**src/rtl/mvau_inp_pingpong_buf.sv**
```systemverilog
`default_nettype none
// ============================================================================
// Module   : mvau_inp_pingpong_buf
// Purpose  : Double-buffered input activation buffer for the MVAU datapath.
//            Accepts one vector of SF words per bank over a valid/ready
//            stream and replays it NF times (one pass per neuron fold) while
//            the other bank fills with the next vector.
// Ports    : clk          - main clock, all state on rising edge
//            rst          - synchronous active-high reset
//            in_v         - input word valid
//            in_rdy       - buffer can accept a word (write bank not full)
//            in_data      - input activation word (TI bits)
//            out_v        - output word valid
//            out_rdy      - consumer accepts output word
//            out_data     - registered output word (TI bits)
//            out_sf_last  - out_data is word SF-1 of the current pass
//            out_nf_last  - out_data is the last word of the last pass
// Revision : 1.0 - initial release
// ============================================================================
module mvau_inp_pingpong_buf #(
    parameter int SIMD  = 2,
    parameter int TSRCI = 4,
    parameter int SF    = 8,
    parameter int NF    = 4,
    localparam int TI       = SIMD * TSRCI,
    localparam int BUF_ADDR = (SF > 1) ? $clog2(SF) : 1
) (
    input  logic          clk,
    input  logic          rst,
    input  logic          in_v,
    output logic          in_rdy,
    input  logic [TI-1:0] in_data,
    output logic          out_v,
    input  logic          out_rdy,
    output logic [TI-1:0] out_data,
    output logic          out_sf_last,
    output logic          out_nf_last
);

    localparam int                   c_NF_W    = (NF > 1) ? $clog2(NF) : 1;
    localparam logic [BUF_ADDR-1:0]  c_SF_LAST = BUF_ADDR'(SF - 1);
    localparam logic [c_NF_W-1:0]    c_NF_LAST = c_NF_W'(NF - 1);

    // Two banks of SF words each; contents are never reset.
    logic [TI-1:0]       r_mem [2][SF];

    logic [1:0]          r_full;
    logic                r_wb;
    logic                r_rb;
    logic [BUF_ADDR-1:0] r_wa;
    logic [BUF_ADDR-1:0] r_sf_cnt;
    logic [c_NF_W-1:0]   r_nf_cnt;

    logic                r_out_v;
    logic [TI-1:0]       r_out_data;
    logic                r_out_sf_last;
    logic                r_out_nf_last;

    logic                w_in_hs;
    logic                w_load;
    logic                w_sf_end;
    logic                w_nf_end;

    assign in_rdy   = !r_full[r_wb];
    assign w_in_hs  = in_v && in_rdy;
    // The output register refills whenever it is empty or being drained.
    assign w_load   = r_full[r_rb] && (!r_out_v || out_rdy);
    assign w_sf_end = (r_sf_cnt == c_SF_LAST);
    assign w_nf_end = (r_nf_cnt == c_NF_LAST);

    always_ff @(posedge clk) begin
        if (w_in_hs) begin
            r_mem[r_wb][r_wa] <= in_data;
        end
    end

    // Writer and reader only ever touch r_full bits of different banks in the
    // same cycle (writer needs full=0, reader needs full=1), so the set and
    // the clear below never conflict.
    always_ff @(posedge clk) begin
        if (rst) begin
            r_full   <= 2'b00;
            r_wb     <= 1'b0;
            r_rb     <= 1'b0;
            r_wa     <= '0;
            r_sf_cnt <= '0;
            r_nf_cnt <= '0;
        end else begin
            if (w_in_hs) begin
                if (r_wa == c_SF_LAST) begin
                    r_wa         <= '0;
                    r_full[r_wb] <= 1'b1;
                    r_wb         <= ~r_wb;
                end else begin
                    r_wa <= r_wa + 1'b1;
                end
            end
            if (w_load) begin
                if (w_sf_end) begin
                    r_sf_cnt <= '0;
                    if (w_nf_end) begin
                        r_nf_cnt     <= '0;
                        r_full[r_rb] <= 1'b0;
                        r_rb         <= ~r_rb;
                    end else begin
                        r_nf_cnt <= r_nf_cnt + 1'b1;
                    end
                end else begin
                    r_sf_cnt <= r_sf_cnt + 1'b1;
                end
            end
        end
    end

    // Output register: data and flags are only updated on a load, so they
    // stay frozen while the consumer stalls.
    always_ff @(posedge clk) begin
        if (rst) begin
            r_out_v       <= 1'b0;
            r_out_data    <= '0;
            r_out_sf_last <= 1'b0;
            r_out_nf_last <= 1'b0;
        end else if (w_load) begin
            r_out_v       <= 1'b1;
            r_out_data    <= r_mem[r_rb][r_sf_cnt];
            r_out_sf_last <= w_sf_end;
            r_out_nf_last <= w_sf_end && w_nf_end;
        end else if (r_out_v && out_rdy) begin
            r_out_v <= 1'b0;
        end
    end

    assign out_v       = r_out_v;
    assign out_data    = r_out_data;
    assign out_sf_last = r_out_sf_last;
    assign out_nf_last = r_out_nf_last;

endmodule
`default_nettype wire

```
**config.mk**
```make
export PLATFORM = sky130hd
export DESIGN_NAME = mvau_inp_pingpong_buf
export DESIGN_NICKNAME = d
export VERILOG_FILES = /design/src/rtl/mvau_inp_pingpong_buf.sv
export SDC_FILE = /design/constraint.sdc
export NUM_CORES = 1
export LEC_CHECK = 0
export ABC_AREA = 1
export BUFFER_PORTS_ARGS = -buffer_cell sky130_fd_sc_hd__buf_2
export CORE_UTILIZATION = 47
export DETAILED_ROUTE_END_ITERATION = 12
export PLACE_DENSITY = 0.69
export SKIP_LAST_GASP = 1
export SLEW_MARGIN = 30
export SYNTH_ARGS = -nofsm -noshare
export SYNTH_HDL_FRONTEND = slang
export SYNTH_SLANG_ARGS = --single-unit
export TNS_END_PERCENT = 1
```
**constraint.sdc**
```tcl
create_clock -name clk -period 3.99 [get_ports clk]
set_input_delay 0.5985 -clock clk [delete_from_list [all_inputs] [get_ports clk]]
set_output_delay 0.5985 -clock clk [all_outputs]
set_load 0.005 [all_outputs]
```
## Yosys cells after proc, flatten, opt, wreduce, memory -nomap -nowiden

Memories as Yosys holds them, arrays and structs flattened. A register that Yosys moved wholly into a read port is not among the register bits.
Cells that the tools add are included.

| word-level totals | value |
|---|---|
| output and inout port bits | 12 |
| memories | 1 |
| input bits | 12 |
| word-level logic and storage cells | 73 |
| register bits after elaboration | 23 |
| bits in writable memories | 128 |

Memories:

| memory | words | bits a word | rd ports | clocked after memory_dff | write ports | line | RTL |
|---|---|---|---|---|---|---|---|
| r_mem | 2 | 64 | 1 | 1 | 1 | 45 | `logic [TI-1:0] r_mem [2][SF];` |

| operators by class | value |
|---|---|
| bitwise gates (word level) | 7 |
| mux-type cells | 28 |
| reductions and logical operators | 14 |
| order comparisons | 7 |
| equality and inequality tests | 3 |
| $add $sub $neg | 3 |

Operator list:

| kind | number |
|---|---|
| 64-bit two-way mux | 1 |
| 8-bit binary-select mux with 3-bit select | 1 |
| 8-bit demux with 3-bit select | 1 |
| 8-bit two-way mux | 3 |
| 2-bit two-way mux | 7 |
| 1-bit two-way mux | 11 |
| 4-bit greater-or-equal comparator (second input constant) | 2 |
| 3-bit NOT with 4-bit output | 2 |
| 1-bit logical AND | 7 |
| 3-bit by 1-bit adder with 3-bit output (second input constant) | 2 |
| 3-bit equality test (second input constant) | 2 |
| 3-bit two-way mux | 2 |
| 1-bit by 2-bit < comparator with 1-bit output (second input constant) | 2 |
| 4-bit by 1-bit < comparator with 1-bit output (second input constant) | 1 |
| 2-bit AND reduction | 2 |
| 3-bit AND reduction | 1 |
| 2-bit by 1-bit adder with 2-bit output (second input constant) | 1 |
| 2-bit AND | 1 |
| 1-bit demux with 1-bit select | 2 |
| 2-bit equality test (second input constant) | 1 |
| 1-bit greater-or-equal comparator (second input constant) | 2 |
| 1-bit zero test | 2 |
| 1-bit NOT | 2 |
| 2-bit NOT | 1 |
| other kinds (3) | 3 |

## Logic depth before layout (Yosys ltp)

Gate-level depths: netlist of run 1.

| logic depth | value |
|---|---|
| depth after elaboration | 12 |
| depth in mapped cells | 10 |
| depth with buffers taken out | 9 |

## Least setup slack after synthesis of run 1

Ideal clock, no wire load.

| timing | value |
|---|---|
| path kind | input port to flip-flop |
| start point | input in_v |
| end point | memory r_mem[0][16] (netlist bit) (enable) |
| stages on the path | 4 |
| slack | 2.109 ns |
| arrival | 1.498 ns |
| buffers on the path | 0 |
| setup time | 0.383 ns |
| data required time | 3.607 ns |
| cell sequence | nand2_2 nor2_2 inv_1 nor3_1 |

| between the ends | value |
|---|---|
| word-level cells in the longest chain between the ends | 3 |

Ends and longest elaborated chain:

| element | line | RTL |
|---|---|---|
| start: declaration | 30 | `input logic in_v,` |
| 1-bit logical AND | 65 | `assign w_in_hs = in_v && in_rdy;` |
| 1-bit two-way mux | 72 | `if (w_in_hs) begin` |
| 64-bit two-way mux (implied by the code) | 73 | `r_mem[r_wb][r_wa] <= in_data;` |
| end: declaration | 45 |  |

No other way between the ends.

## Worst setup path in the final report of run 1

| timing | value |
|---|---|
| start point | register r_sf_cnt[1] |
| end point | register r_out_data[0] (netlist: out_data[0]) |

| between the ends | value |
|---|---|
| word-level cells in the longest chain between the ends | 4 |

Ends and longest elaborated chain:

| element | line | RTL |
|---|---|---|
| start: declaration | 51 | `logic [BUF_ADDR-1:0] r_sf_cnt;` |
| start signal: assignment | 109 | `r_sf_cnt <= r_sf_cnt + 1'b1;` |
| 3-bit NOT with 4-bit output (implied by the code) | 125 | `r_out_data <= r_mem[r_rb][r_sf_cnt];` |
| 8-bit binary-select mux with 3-bit select | 125 |  |
| 8-bit two-way mux (implied by the code) (2 in a row) | 125 |  |
| end signal: assignment | 125 |  |
| end: declaration | 55 | `logic [TI-1:0] r_out_data;` |

No other way between the ends. The select of a mux whose other input is x is not followed.
A chain may end at the register's enable or synchronous reset.

==> results.py, run 1 <==
metrics = {
    "outcome": {
        "outcome": "complete, no violations",
    },
    "critical_path": {
        "crit_path_cell_trace": "clkinv_1 > nand3_1 > nand3_1 > nand3_1 > nand2_1 > inv_1",
        "worstPathArrival_ns": 2.82,
        "r2r_slack_ns": 1.54,
        "cpMaxStageDelayCell": "dfxtp_1",
        "crit_fanout": 18,
        "reg2regPathDepth": 6,
        "worstSetupEndpointType": "flip-flop",
        "startpoint_type": "flip-flop",
        "path_class": "flip-flop to flip-flop",
        "crit_required_ns": 4.37,
        "critPathMostFrequentCell": "nand3_1",
        "slowest_delay_ns": 0.82,
    },
    "sta": {
        "skew_ns": 0.00826,
        "setup_slack_ns": 1.54,
        "tightest_slew_ns": 0.890,
        "fin_crit_ns": 2.45,
        "setup-tns-final_ns": 0,
        "drv_slew": 0,
        "fmax_mhz": 409,
        "rsz0062_at_grt": "no",
        "setup_viol_count_final": 0,
        "min_period_over_period_pct": 61.3,
        "hold_violations": 0,
        "slew_headroom_pct": 40.7,
    },
    "global_routing": {
        "grt_first_pass_wirelength_um": 21800,
        "grt_pass1_vias": 4286,
        "overflow": 0,
        "grt_max_degree": 65,
        "antenna_found_initial": 0,
        "grtUsageTotal_pct": 21.1,
    },
    "logic_synthesis": {
        "ys.flop_type": "edfxtp_1",
        "yosysUniqueCellTypes": 23,
        "async_flop_share_pct": 0,
        "seq_area_frac_synth_pct": 66.3,
        "synth.largest_area_cell": "edfxtp_1",
        "synth_area_per_cell_um2": 10.0,
        "yosys-top-cells-area": "edfxtp_1 (59%), nand2_1 (12%), dfxtp_1 (7.4%), nand3_1 (7.1%), inv_1 (4.9%)",
        "synthesis.nets": 667,
        "syn_area_um2": 6520,
        "synth.top_cells.by_count": "nand2_1 (217), edfxtp_1 (128), nand3_1 (92)",
        "synth_most_common_cell": "nand2_1",
        "netlist_instances": 650,
        "yosys_warnings": 0,
        "synth_edf_count": 128,
        "ys_ff_latch": 152,
        "yosysTopAreaCellShare_pct": 59.0,
    },
    "clocking": {
        "clkTransAtPathRegs_ns": 0.06,
        "h-tree-depth": 4,
        "clk_path_buf_depth": 2,
        "root_buffer": "clkbuf_16",
        "worst_skew_pair.late_latency_ns": 0.43,
        "cts_buffers": 17,
        "post_cts_buffers": 0,
        "cts_resized": 0,
        "clock_sinks": 152,
        "cts_tree": "built",
        "cts_hold_buffers": 0,
    },
    "hold_path": {
        "hold_depth": 2,
        "hp-class": "flip-flop to flip-flop",
    },
    "cells_and_area": {
        "drive_gt1_share_pct": 11.8,
        "n_antenna_cell": 0,
        "syn_to_final_growth_pct": 13.1,
        "fin_nets": 682,
        "fillers": 1138,
    },
    "floorplanning": {
        "ios": 24,
        "die_w_um": 120,
        "rows": 42,
        "core_area_um2": 13400,
        "initial_utilization_pct": 48.6,
        "die_h_um": 120,
        "dieArea_um2": 14300,
    },
    "detailed_routing": {
        "drt-pass1-iter-count": 5,
        "via_per_inst": 5.21,
        "detail-route-antenna-nets": 0,
        "drt_iter0_drc": 368,
        "wl_per_cell_um": 16.4,
        "drt-total-wl_um": 14000,
        "vias": 4448,
        "drc": 0,
    },
    "placed_design": {
        "place_hpwl_um": 8800,
        "io_buffers": 23,
        "gp_congestion": 0.894,
        "pre_cts_ws_ns": 1.40,
    },
    "power": {
        "peakVddDrop_mv": 0.375,
        "powerDensity_nw_per_um2": 478,
        "p_leak_nw": 3.07,
    },
    "flow_run": {
        "drv_cap": 0,
    },
}
## registers in the layout (all words and copies together), names as in the netlist, named ones only
signal and flops:
out_sf_last 1, r_full 2, r_nf_cnt 2, r_wa 3, r_mem 128, r_rb 1, out_data 8, out_nf_last 1
r_sf_cnt 3, out_v 1, r_wb 1
## routing by layer
metal / part of all wire (%) / GRT usage, %
met2: 49 / 34.1
met5: 0 / 0
met1: 42 / 25.8
met3: 6.1 / 6.42
met4: 2.5 / 10.4
## cell usage in the layout (no fill, tap or decap), types with 4 or more instances in the layout
cell type  count
a21oi_1       12
buf_2         23
bufinv_16      4
clkbuf_16     17
clkinv_4       7
dfxtp_1       23
edfxtp_1     128
ha_1           5
inv_1         85
nand2_1      217
nand3_1       92
nor2_1        22
nor3_2        12
o21ai_0        6
## cell families (layout without fill, tap and decap cells)
kind of cell | after synthesis | count (layout) | share of synthesized area (%)
buf+inv | 122 | 150 | 8.37
compound gates | 24 | 24 | 2.15
fa+ha+maj | 5 | 5 | 0.960
flops | 152 | 152 | 66.3
simple gates | 347 | 347 | 22.2
## report_power, final
group | total, mW | switching (mW) | internal [mW] | leakage [nW]
combinational | 0.100 | 0.0779 | 0.0223 | 1.42
clock | 1.67 | 0.626 | 1.05 | 0.300
sequential | 1.75 | 0.00741 | 1.74 | 1.35
## critical path, delay by kind of cell (launching register included)
family	cells	cell delay, ns
simple gates	4	0.74
buf+inv	2	0.81
flops	1	0.82
## path summary, 6_finish.rpt
check,startpoint,end
hold / removal,out_sf_last,out_sf_last
setup / recovery,r_sf_cnt[1],out_data[0]
setup reg to reg,r_sf_cnt[1],out_data[0]
hold reg to reg,out_sf_last,out_sf_last
## cell type report
class	instances	area, um^2	area share [%]
Clock inverter	14	201	2.73
Clock buffer	18	429	5.82
Tap cell	176	220	2.99
Sequential cell	152	4330	58.7
Inverter	93	355	4.82
Multi-Input combinational cell	376	1710	23.2
Timing Repair Buffer	25	130	1.77
## stage by stage
step	area [um^2]	std cells	hold WS, ns	total power [mW]	util, %
floorplan	6520	650	0.449	1.83	-
global placement	6680	822	0.453	1.88	49.8
detailed placement	6690	822	0.452	1.88	49.9
CTS	7320	854	0.462	3.54	54.6
global route	7370	854	0.487	3.62	55.0
finish	7370	854	0.462	3.52	55.0
Power figures use the tool's default switching activity.
==> run 2, diff against run 1 <==
clock period = 2.55 ns   (was 3.99 ns; I/O delays follow)
==> run 2 against run 1 <==
Against the previous run: flip-flop and latch count is the same; setup slack lost 0.94 ns; sequential share of layout area shrank 0.55 points; combinational power grew 61%; via count grew 2.1%; global-route usage grew 0.63 points; cell count grew 2.1%; clock power grew 54%; clock skew is essentially flat; critical path type unchanged; highest routed layer unchanged.
==> results.py, run 2 (synthesis results as in run 1) <==
metrics = {
    "placed_design": {
        "placedCellCount": 841,
        "place_area_um2": 6830,
        "gp_congestion": 0.929,
        "place_hpwl_um": 9280,
        "io_buffers": 23,
    },
    "critical_path": {
        "worstSetupEndpointType": "flip-flop",
        "path_class": "flip-flop to flip-flop",
        "critPathTopFamily": "simple AND/OR/NAND/NOR gates",
        "cp.depth": 6,
        "cpMaxStageDelayCell": "dfxtp_1",
        "startpoint_type": "flip-flop",
        "crit_path_cell_trace": "nand2_1 > o21ai_2 > nand2_2 > inv_2 > nand3_1 > nor2_1",
        "reg2regPathDepth": 6,
        "crit_fanout": 8,
        "slowest_delay_ns": 0.55,
        "worstPathArrival_ns": 2.00,
        "crit_buf_inv": 1,
        "crit_required_ns": 2.61,
    },
    "sta": {
        "hold_violations": 0,
        "setup-tns-final_ns": 0,
        "min_period_over_period_pct": 76.4,
        "fmax_mhz": 514,
        "slew_headroom_pct": 56.8,
        "timing.hold.ws_ns": 0.319,
        "tightest_slew_ns": 0.645,
        "drv_slew": 0,
        "fin_crit_ns": 1.95,
        "setup_viol_count_final": 0,
        "skew_ns": 0.00870,
        "rsz0062_at_grt": "no",
    },
    "detailed_routing": {
        "vias": 4542,
        "drc": 0,
        "wl_per_cell_um": 16.6,
        "drt-pass1-iter-count": 5,
        "via_per_inst": 5.21,
        "drt_iter0_drc": 363,
        "detail-route-antenna-nets": 0,
        "drt-total-wl_um": 14500,
    },
    "floorplanning": {
        "ios": 24,
        "die_h_um": 120,
        "dieArea_um2": 14300,
        "rows": 42,
        "die_w_um": 120,
        "core_area_um2": 13400,
        "initial_utilization_pct": 48.6,
    },
    "global_routing": {
        "grt_max_degree": 65,
        "grt_pass1_vias": 4468,
        "grt_first_pass_wirelength_um": 22500,
        "antenna_found_initial": 0,
        "overflow": 0,
        "grtUsageTotal_pct": 21.7,
    },
    "cells_and_area": {
        "top_register": "r_mem",
        "layout_commonest_cell": "nand2_1",
        "fillers": 1165,
        "final_cells": 872,
        "final_area_um2": 7440,
        "syn_to_final_growth_pct": 14.1,
        "fin_nets": 701,
        "mostFrequentLayoutCells": "nand2_1 (217), edfxtp_1 (128), nand3_1 (92), inv_1 (85)",
        "drive_gt1_share_pct": 12.1,
        "largest_reg_flops": 128,
        "n_antenna_cell": 0,
    },
    "clocking": {
        "worst_skew_pair.late_latency_ns": 0.42,
        "cts_buffers": 17,
        "clk_path_buf_depth": 2,
        "clkTransAtPathRegs_ns": 0.06,
        "h-tree-depth": 4,
        "cts_resized": 0,
        "clock_sinks": 152,
        "post_cts_buffers": 0,
        "root_buffer": "clkbuf_16",
        "cts_tree": "built",
        "cts_hold_buffers": 0,
    },
    "hold_path": {
        "hold_depth": 4,
        "hp-class": "input pin to flip-flop",
    },
    "flow_run": {
        "drv_cap": 0,
    },
    "power": {
        "finalPower_mw": 5.46,
        "peakVddDrop_mv": 0.651,
        "powerDensity_nw_per_um2": 734,
        "p_leak_nw": 3.16,
    },
    "outcome": {
        "outcome": "complete, no violations",
    },
}
-- run 2: changes by cell type in the layout (fill, tap and decap cells not counted), moves of 3 or more --
cell      change
buf_4        +18
nor3_1       +12
nor3_2       -12
clkinv_4      -6
clkinv_1      +3
-- run 2: per-stage QoR --
| stage | setup WS (ns) | util, % |
|---|---|---|
| 3_5_place_dp | 0.648 | 51.0 |
| 6_report | 0.603 | 55.5 |
| 2_1_floorplan | 0.722 | - |
| 3_3_place_gp | 0.675 | 51.0 |
| 4_1_cts | 0.638 | 55.5 |
| 5_1_grt | 0.445 | 55.5 |
-- run 2: layout make-up --
cell class,count,area [um^2],share of cell area [%]
inverters,93,354,4.76
clock buffers,17,425,5.72
well taps,176,220,2.96
multi-input cells,376,1650,22.2
clock inverters,14,181,2.44
flip-flops and latches,152,4330,58.1
repair buffers,44,285,3.83
-- run 2: worst min-delay path, stage by stage --
cell     delay, ns
buf_2         0.08
nand2_2       0.09
nand2_1       0.07
a21oi_1       0.06
-- run 2: final timing paths --
kind | start | to | slack [ns]
max | r_wb | r_mem[0][11] | 0.60
min | in_v | r_wa[1] | 0.32
max reg2reg | r_wb | r_mem[0][11] | 0.60
min reg2reg | out_sf_last | out_sf_last | 0.47
-- run 2: per-layer routing --
metal | vias to the layer above | wire length (um) | share of wire [%] | global-route usage, %
met4 | 0 | 408 | 2.8 | 11.2
met5 | - | 0 | 0 | 0
li1 | 2188 | - | - | -
met2 | 183 | 7220 | 50 | 36.3
met1 | 2135 | 5910 | 41 | 26.5
met3 | 36 | 921 | 6.4 | 4.80
-- run 2: report_power, final --
group	switching [mW]	leakage (nW)	total, mW	internal (mW)
Combinational	0.122	1.52	0.161	0.0397
Clock	0.950	0.288	2.57	1.62
Sequential	0.0102	1.35	2.74	2.73
Total	1.08	3.16	5.46	4.38
==> run 3, diff against run 2 <==
PLACE_DENSITY = 0.72   (was 0.69)
clock period = 1.7 ns   (was 2.55 ns; I/O delays follow)
==> run 3 against run 2 <==
Against the previous run: sequential share of layout area fell by 0.45 points; non-clock buffer count grew 7; cell area increased by 0.77%; critical endpoint is now r_mem[0][62]; largest cell class unchanged; largest power group unchanged; highest routed layer unchanged.
==> results.py, run 3 (synthesis results as in run 1) <==
metrics = {
    "outcome": {
        "outcome": "complete, no violations",
    },
    "clocking": {
        "h-tree-depth": 4,
        "cts_hold_buffers": 0,
        "cts_resized": 0,
        "clock_sinks": 152,
        "post_cts_buffers": 0,
        "worst_skew_pair.late_latency_ns": 0.42,
        "clk_path_buf_depth": 2,
        "root_buffer": "clkbuf_16",
        "cts_tree": "built",
        "cts_buffers": 17,
        "clkTransAtPathRegs_ns": 0.06,
    },
    "detailed_routing": {
        "detail-route-antenna-nets": 0,
        "via_per_inst": 5.21,
        "drt_iter0_drc": 348,
        "drt-pass1-iter-count": 5,
        "drc": 0,
        "dr_wl_met2_um": 7270,
        "vias": 4577,
        "wl_met3_um": 997,
        "drt-total-wl_um": 14700,
        "highest_layer": "met4",
        "wl_per_cell_um": 16.8,
        "wl_met1_um": 6120,
    },
    "cells_and_area": {
        "fin_nets": 708,
        "register_area_um2": 4330,
        "layout_commonest_cell": "nand2_1",
        "syn_to_final_growth_pct": 15.0,
        "final_area_um2": 7500,
        "multi_input_area_um2": 1650,
        "fillers": 1120,
        "top_register": "r_mem",
        "n_antenna_cell": 0,
        "largest_reg_flops": 128,
        "drive_gt1_share_pct": 12.7,
        "mostFrequentLayoutCells": "nand2_1 (217), edfxtp_1 (128), nand3_1 (92), inv_1 (85), buf_4 (26)",
    },
    "critical_path": {
        "slowest_delay_ns": 0.29,
        "cpMaxStageDelayCell": "dfxtp_1",
        "crit_required_ns": 1.83,
        "r2r_start": "r_full[1]",
        "r2r_end": "r_mem[0][62]",
        "critPathMostFrequentCell": "nand2_1",
        "worstSetupEndpointType": "flip-flop",
        "path_class": "flip-flop to flip-flop",
        "critPathLaunch": "r_full[1]",
        "critPathTopFamily": "simple AND/OR/NAND/NOR gates",
        "startpoint_type": "flip-flop",
        "worstPathArrival_ns": 1.78,
        "reg2regPathDepth": 8,
        "crit_path_cell_trace": "inv_1 > nand2_1 > o21ai_2 > nand2_2 > inv_2 > nand2_1 > nor3_1 > buf_4",
        "crit_buf_inv": 3,
        "r2r_slack_ns": 0.06,
        "crit_fanout": 8,
    },
    "sta": {
        "min_period_over_period_pct": 96.6,
        "fmax_mhz": 609,
        "slew_headroom_pct": 58.8,
        "skew_ns": 0.00502,
        "hold_violations": 0,
        "setup-tns-final_ns": 0,
        "drv_slew": 0,
        "tightest_slew_ns": 0.618,
        "rsz0062_at_grt": "yes",
        "setup_viol_count_final": 0,
        "fin_crit_ns": 1.64,
    },
    "power": {
        "peakVddDrop_mv": 0.711,
        "swShare_pct": 19.4,
        "power_frac_clock_pct": 46.6,
        "powerDensity_nw_per_um2": 1090,
        "switchingPower_mw": 1.58,
        "power_frac_seq_pct": 50.4,
        "p_leak_nw": 3.19,
        "intPower_mw": 6.57,
        "finalPower_mw": 8.15,
        "combPwrFrac_pct": 3.0,
    },
    "global_routing": {
        "antenna_found_initial": 0,
        "grt_first_pass_wirelength_um": 23200,
        "grt_pass1_vias": 4508,
        "overflow": 0,
        "grt_max_degree": 65,
        "grtUsageTotal_pct": 22.4,
    },
    "hold_path": {
        "hold_depth": 6,
        "min_from": "out_rdy",
        "min_to": "out_v",
        "hp-class": "input pin to flip-flop",
    },
    "floorplanning": {
        "rows": 42,
        "dieArea_um2": 14300,
        "core_area_um2": 13400,
        "initial_utilization_pct": 48.6,
        "ios": 24,
        "die_h_um": 120,
        "die_w_um": 120,
    },
    "placed_design": {
        "gp_congestion": 0.863,
        "io_buffers": 23,
        "place_area_um2": 6900,
        "place_hpwl_um": 9530,
    },
    "flow_run": {
        "drv_cap": 0,
    },
}
-- run 3: cell count changes in the layout (fill, tap and decap cells not counted) --
cell        previous run  this run
clkinv_4               1         0
clkbuf_1               0         2
buf_12                 1         2
clkinvlp_4             3         2
inv_6                  2         1
nor2_2                 2         1
nor2_4                 0         1
buf_4                 20        26
clkinv_2               2         3
-- run 3: power by group through the flow --
stage / Sequential [mW] / Combinational (mW) / Clock (mW)
5_1_grt: 4.11 / 0.273 / 3.97
6_report: 4.10 / 0.245 / 3.80
4_1_cts: 4.10 / 0.244 / 3.82
3_3_place_gp: 4.18 / 0.236 / 0
2_1_floorplan: 4.18 / 0.114 / 0
3_5_place_dp: 4.18 / 0.242 / 0
-- run 3: worst register-to-register path, delay by kind of cell, from the launching register on --
kind                   cells  cell delay (ns)
buffers and inverters      3             0.38
DFF                        1             0.29
and+or+nand+nor            4             0.61
AOI/OAI and AO/OA          1             0.07
-- run 3: layer usage --
layer / global-route usage, % / up-vias
met5: 0 / -
met4: 10.2 / 0
met3: 4.94 / 34
met2: 36.3 / 165
met1: 28.9 / 2179
li1: - / 2199
-- run 3: cell type report --
cell class / instances / share of cell area, %
inverters: 93 / 4.77
well taps: 176 / 2.94
multi-input cells: 376 / 22.1
repair buffers: 51 / 4.67
flip-flops and latches: 152 / 57.7
clock buffers: 19 / 5.77
clock inverters: 12 / 2.10
-- run 3: how the worst max path moves through the flow --
stage	end	cells after the start
3_5_place_dp	r_mem[1][51]	7
6_report	r_mem[0][62]	8
5_1_grt	r_mem[0][63]	7
3_3_place_gp	r_mem[1][17]	8
2_1_floorplan	r_mem[0][32]	6
4_1_cts	r_mem[1][48]	7
-- run 3: metrics by stage --
stage | util, % | std cells | hold WS, ns | worst slack [ns]
2_1_floorplan | - | 650 | 0.354 | -0.128
3_3_place_gp | 51.5 | 848 | 0.452 | 0.0721
3_5_place_dp | 51.5 | 848 | 0.459 | 0.0485
4_1_cts | 55.9 | 879 | 0.182 | 0.0321
5_1_grt | 56.0 | 879 | 0.232 | -0.0285
6_report | 56.0 | 879 | 0.211 | 0.0573
